File: config.mk
export PLATFORM = sky130hd
export DESIGN_NAME = sindoku_btn_conditioner
export DESIGN_NICKNAME = d
export VERILOG_FILES = /design/src/rtl/sindoku_btn_conditioner.sv
export SDC_FILE = /design/constraint.sdc
export NUM_CORES = 1
export LEC_CHECK = 0
export BUFFER_PORTS_ARGS = -buffer_cell sky130_fd_sc_hd__clkbuf_2
export CELL_PAD_IN_SITES_DETAIL_PLACEMENT = 2
export CELL_PAD_IN_SITES_GLOBAL_PLACEMENT = 2
export CORE_MARGIN = 2
export CORE_UTILIZATION = 35
export CTS_CLUSTER_DIAMETER = 60
export DETAILED_ROUTE_END_ITERATION = 8
export PLACE_DENSITY_LB_ADDON = 0.1
export SYNTH_ARGS = -nofsm -noshare
export SYNTH_HDL_FRONTEND = slang
export SYNTH_HIERARCHICAL = 1
export SYNTH_SLANG_ARGS = --single-unit
File: constraint.sdc
create_clock -name Clk -period 3.6 [get_ports Clk]
set_input_delay 0.54 -clock Clk [delete_from_list [all_inputs] [get_ports Clk]]
set_output_delay 0.54 -clock Clk [all_outputs]
set_load 0.05 [all_outputs]
File: src/rtl/sindoku_btn_conditioner.sv
// Pushbutton conditioner for the sindoku core: per-button 2-FF sync, debounce FSM and
// hold-to-repeat timer producing registered one-cycle pulses plus a debounced level.

module sindoku_btn_chan #(
  parameter int DEBOUNCE_CYCLES = 500000,
  parameter int REPEAT_DELAY    = 50000000,
  parameter int REPEAT_RATE     = 12500000,
  parameter bit REP_EN          = 1'b1
) (
  input  logic Clk,
  input  logic Reset,
  input  logic i_btn,
  output logic o_pulse,
  output logic o_held
);
  localparam int MAXP = (DEBOUNCE_CYCLES > REPEAT_DELAY)
                        ? ((DEBOUNCE_CYCLES > REPEAT_RATE) ? DEBOUNCE_CYCLES : REPEAT_RATE)
                        : ((REPEAT_DELAY > REPEAT_RATE) ? REPEAT_DELAY : REPEAT_RATE);
  localparam int CW = $clog2(MAXP + 1);
  localparam logic [CW-1:0] DB_C  = CW'(DEBOUNCE_CYCLES);
  localparam logic [CW-1:0] RD_C  = CW'(REPEAT_DELAY);
  localparam logic [CW-1:0] RR_C  = CW'(REPEAT_RATE);
  localparam logic [CW-1:0] C_MAX = '1;
  localparam logic [CW-1:0] C_ONE = CW'(1);

  typedef enum logic [1:0] {IDLE, PRESS_DB, PRESSED, REL_WAIT} state_t;

  state_t        r_state, w_state_nxt;
  logic          r_s1, r_s2;
  logic [CW-1:0] r_cnt, w_cnt_nxt, w_cnt_inc;
  logic [CW-1:0] r_rpt, w_rpt_nxt, w_rpt_inc;
  logic          r_phase, w_phase_nxt;
  logic          r_pulse, w_pulse_nxt;
  logic          r_held, w_held_nxt;

  always_ff @(posedge Clk) begin
    if (Reset) begin
      r_s1    <= 1'b0;
      r_s2    <= 1'b0;
      r_state <= IDLE;
      r_cnt   <= '0;
      r_rpt   <= '0;
      r_phase <= 1'b0;
      r_pulse <= 1'b0;
      r_held  <= 1'b0;
    end else begin
      r_s1    <= i_btn;
      r_s2    <= r_s1;
      r_state <= w_state_nxt;
      r_cnt   <= w_cnt_nxt;
      r_rpt   <= w_rpt_nxt;
      r_phase <= w_phase_nxt;
      r_pulse <= w_pulse_nxt;
      r_held  <= w_held_nxt;
    end
  end

  // r_phase: 0 = waiting out the initial delay, 1 = steady repeat cadence
  always_comb begin
    w_state_nxt = r_state;
    w_cnt_nxt   = r_cnt;
    w_rpt_nxt   = r_rpt;
    w_phase_nxt = r_phase;
    w_pulse_nxt = 1'b0;
    w_cnt_inc   = (r_cnt == C_MAX) ? r_cnt : r_cnt + C_ONE;
    w_rpt_inc   = (r_rpt == C_MAX) ? r_rpt : r_rpt + C_ONE;
    case (r_state)
      IDLE: begin
        w_cnt_nxt = '0;
        if (r_s2) begin
          w_state_nxt = PRESS_DB;
          w_cnt_nxt   = C_ONE;
        end
      end
      PRESS_DB: begin
        if (!r_s2) begin
          w_state_nxt = IDLE;
          w_cnt_nxt   = '0;
        end else if (r_cnt >= DB_C) begin
          w_state_nxt = PRESSED;
          w_pulse_nxt = 1'b1;
          w_cnt_nxt   = '0;
          w_rpt_nxt   = '0;
          w_phase_nxt = 1'b0;
        end else begin
          w_cnt_nxt = w_cnt_inc;
        end
      end
      PRESSED: begin
        if (!r_s2) begin
          w_state_nxt = REL_WAIT;
          w_cnt_nxt   = C_ONE;
          w_rpt_nxt   = '0;
          w_phase_nxt = 1'b0;
        end else if (REP_EN) begin
          w_rpt_nxt = w_rpt_inc;
          if ((!r_phase && w_rpt_inc == RD_C) || (r_phase && w_rpt_inc == RR_C)) begin
            w_pulse_nxt = 1'b1;
            w_rpt_nxt   = '0;
            w_phase_nxt = 1'b1;
          end
        end
      end
      REL_WAIT: begin
        if (r_s2) begin
          w_state_nxt = PRESSED;
          w_cnt_nxt   = '0;
          w_rpt_nxt   = '0;
          w_phase_nxt = 1'b0;
        end else if (r_cnt >= DB_C) begin
          w_state_nxt = IDLE;
          w_cnt_nxt   = '0;
        end else begin
          w_cnt_nxt = w_cnt_inc;
        end
      end
      default: begin
        w_state_nxt = IDLE;
        w_cnt_nxt   = '0;
        w_rpt_nxt   = '0;
        w_phase_nxt = 1'b0;
      end
    endcase
    w_held_nxt = (w_state_nxt == PRESSED) || (w_state_nxt == REL_WAIT);
  end

  assign o_pulse = r_pulse;
  assign o_held  = r_held;
endmodule

module sindoku_btn_conditioner #(
  parameter int               N_BTN           = 5,
  parameter int               DEBOUNCE_CYCLES = 500000,
  parameter int               REPEAT_DELAY    = 50000000,
  parameter int               REPEAT_RATE     = 12500000,
  parameter logic [N_BTN-1:0] REPEAT_EN       = 5'b01111
) (
  input  logic             Clk,
  input  logic             Reset,
  input  logic [N_BTN-1:0] BtnIn,
  output logic [N_BTN-1:0] Pulse,
  output logic [N_BTN-1:0] Held
);
  for (genvar k = 0; k < N_BTN; k++) begin : g_btn
    sindoku_btn_chan #(
      .DEBOUNCE_CYCLES(DEBOUNCE_CYCLES),
      .REPEAT_DELAY   (REPEAT_DELAY),
      .REPEAT_RATE    (REPEAT_RATE),
      .REP_EN         (REPEAT_EN[k])
    ) u_chan (
      .Clk    (Clk),
      .Reset  (Reset),
      .i_btn  (BtnIn[k]),
      .o_pulse(Pulse[k]),
      .o_held (Held[k])
    );
  end
endmodule

==> metrics <==
run status=finished, final reports clean; die width=222.7 um; Worst VDD drop=0.4147 mV; top post-synthesis cells by area=dfxtp_1 32%, nand2_1 6.5%, nor2_1 3.6%; num rows=80; global-route wire length before repair=98.64 mm; setup_tns=0 ps; vias per inst=6.036; HP Start=BtnIn[3]; Rel. slew slack=31.35%; Worst-Skew Late Latency=580 ps; clock buffer depth=3; cell taking the most area after synthesis=dfxtp_1; pin count of the biggest net entering global routing=55; Distinct cells, synth=80; register area share after synthesis=32.05%; Core Util, Final=40.64%; Die ar.=49600 sq um; vias after detailed routing=17280; critical register-to-register path endpoint=g_btn[3].u_chan/r_rpt[10]$_SDFFE_PP0P_; worst reg2reg path startpoint=g_btn[3].u_chan/r_rpt[14]$_SDFFE_PP0P_; Post-synth EDFFs=0; end of the worst hold path=g_btn[3].u_chan/r_s1$_SDFF_PP0_; Post-Syn Area=16740 sq um; WL final=60.09 mm; Synth Instances=2192; Hold Violations, Final=0; Tot GR Track Use=24.03%; worst hold path type=input pin to flop; Root Driver=clkbuf_16; CTS H-tree depth=2; Avg Inst Size Synth=7.637 sq um; Synth Net Count=2229; DP Worst Slack=175.7 ps; max_cap viols=0; drt wl/cell=20.99 um; Num CTS Buffers=41; drt drc=0; final setup vio count=0; DRT Pass-1 Iters=5; Synth warnings=6; top cells by count, synth=291 x nand2_1, 268 x dfxtp_1, 162 x nor2_1, 110 x a21oi_1, 109 x clkbuf_1; Detailed Route Iter0 Violations=874; total clock sinks=268; Max FO, Critical Path=8; max-slew violation count=0; TritonCTS clock tree=done; P&R area growth vs syn=15.16%; grt ovf=0; input/output buffers=16; worst hold slack=185.5 ps; Final HPWL DP=42.02 mm; Least-Margin Pin Slew=1030 ps; nets=2253; R2R depth=11; ys flop type=dfxtp_1; FMAX=0.2903 GHz; Initial Util=35.28%; final antenna diode count=0; Tot Pwr=8.632 mW; CP Launch Type=flop; Critical Path RT=4070 ps; multi-input logic area=10340 sq um; CTS clk-pin slew, worst paths=60 ps; crit path DAT=3910 ps; post-synth top area share=32.05%; Final Cycle Share=95.69%; Hold Path Depth=2; RSZ-0062 raised after global routing=false; Crit. End Element=flop; initial antenna violation count=0; final antenna-violating net count=0; top-count cell post-synth=nand2_1; share of layout cells above drive strength 1=13.52%; sequential cell area=5366 sq um; vias in the first global route=18380; Tmin final=3445 ps; post-synthesis register bit count=268; FF-to-FF setup slack=160 ps; Placeable Area=47450 sq um; hold_buf cts=0; # IOs=17; Power Density=447.7 nW/um^2; critical setup path kind=flop to flop; routability cong.=0.8649; die height=222.7 um; Synth async-reset ratio=0%; Worst Slack Setup Final=155.2 ps; Pleak=6.438 nW; FILL cells=5451; Clock Skews=19.24 ps
==> power breakdown <==
group | leakage, nW | switching, mW | internal (mW)
logic | 3.60 | 1.02 | 0.406
clock network | 0.675 | 1.59 | 2.52
registers | 2.16 | 0.0651 | 3.03
total | 6.44 | 2.67 | 5.96
==> worst max-delay path, stage by stage (launching register included) <==
cell,delay [ps]
dfxtp_1,340
buf_4,180
nand4_1,200
or3_1,540
buf_4,230
or4_1,480
a21oi_1,240
nand4_1,120
a2111o_1,500
buf_4,200
a41oi_1,230
nand2_1,80
==> worst max path at each step <==
stage | start | to | slack (ps)
2_1_floorplan | g_btn[0].u_chan/r_rpt[6]$_SDFFE_PP0P_ | g_btn[0].u_chan/r_rpt[14]$_SDFFE_PP0P_ | 220
3_3_place_gp | g_btn[0].u_chan/r_rpt[0]$_SDFFE_PP0P_ | g_btn[0].u_chan/r_rpt[10]$_SDFFE_PP0P_ | 300
3_5_place_dp | g_btn[2].u_chan/r_rpt[0]$_SDFFE_PP0P_ | g_btn[2].u_chan/r_rpt[15]$_SDFFE_PP0P_ | 180
4_1_cts | g_btn[2].u_chan/r_rpt[0]$_SDFFE_PP0P_ | g_btn[2].u_chan/r_rpt[15]$_SDFFE_PP0P_ | 180
5_1_grt | g_btn[3].u_chan/r_rpt[0]$_SDFFE_PP0P_ | g_btn[3].u_chan/r_rpt[10]$_SDFFE_PP0P_ | 2
6_report | g_btn[3].u_chan/r_rpt[14]$_SDFFE_PP0P_ | g_btn[3].u_chan/r_rpt[10]$_SDFFE_PP0P_ | 160
==> logic make-up after synthesis <==
kind of cell               Yosys count  synth area share (%)
AOI/OAI and AO/OA                  506                 21.46
xor gates and xnor gates            45                 2.399
adders and majority gates           30                 2.242
buffers and inverters              243                 6.457
DFF                                268                 32.05
muxes                               23                 1.398
and+or+nand+nor                   1077                 34.00
==> sequential cells by signal (all words and copies together), names as in the netlist <==
register,count
g_btn.u_chan/o_held,5
g_btn.u_chan/o_pulse,5
g_btn.u_chan/r_cnt,130
g_btn.u_chan/r_phase,4
g_btn.u_chan/r_rpt,104
g_btn.u_chan/r_s1,5
g_btn.u_chan/r_s2,5
g_btn.u_chan/r_state,10
==> per-stage QoR <==
| step | area, sq um | instances |
|---|---|---|
| 6_report | 19280 | 2863 |
| 3_5_place_dp | 17880 | 2788 |
| 5_1_grt | 19280 | 2863 |
| 2_1_floorplan | 16740 | 2192 |
| 3_3_place_gp | 17880 | 2788 |
| 4_1_cts | 19270 | 2863 |
==> layout by cell type (no fill, tap or decap), types with 10 or more instances in the layout <==
master / synthesis / final
nor3b_1: 10 / 10
a31oi_1: 55 / 55
and4_1: 21 / 21
nor4b_1: 11 / 11
nand3_1: 83 / 83
clkbuf_16: 0 / 43
ha_1: 30 / 30
and3_1: 54 / 54
dfxtp_1: 268 / 267
xnor2_1: 29 / 29
nor4_2: 7 / 11
or4_1: 22 / 22
a41oi_1: 16 / 16
mux2i_1: 20 / 20
o21ai_0: 103 / 103
nor3_1: 89 / 88
o211ai_1: 13 / 13
inv_1: 63 / 63
buf_4: 12 / 145
a21oi_1: 110 / 110
nand4_1: 90 / 90
nor4_1: 79 / 75
and2_1: 44 / 44
clkbuf_2: 1 / 15
or3_1: 25 / 25
a41oi_2: 18 / 18
nor2b_1: 23 / 23
nand4b_1: 12 / 12
a311oi_1: 37 / 37
o2111ai_1: 11 / 11
a211oi_1: 15 / 15
nand2_1: 291 / 291
xor2_1: 15 / 15
o31ai_1: 22 / 21
or2_2: 11 / 11
nand2b_1: 15 / 15
nor2_1: 162 / 159
==> final cells by class <==
cell class / instances / share of cell area, %
clock inverter: 21 / 1.181
inverter: 63 / 1.227
clock buffer: 54 / 6.055
tap: 615 / 3.991
timing repair buffer: 161 / 6.094
sequential: 268 / 27.83
multi-input combinational: 1681 / 53.62
==> per-layer routing <==
layer | up-vias | GRT usage (%) | routed length (um)
li1 | 8261 | - | -
met1 | 8738 | 31.02 | 27770
met2 | 209 | 42.09 | 29360
met3 | 74 | 3.028 | 1929
met4 | 0 | 6.452 | 1031
met5 | - | 0 | 0
==> repair_timing <==
| item | in CTS | in global routing |
|---|---|---|
| endpoints found under the setup margin | 0 | 5 |
| setup buffers | 0 | 0 |
| gates resized for setup | 0 | 2 |
(Power assumes the default switching activity.)
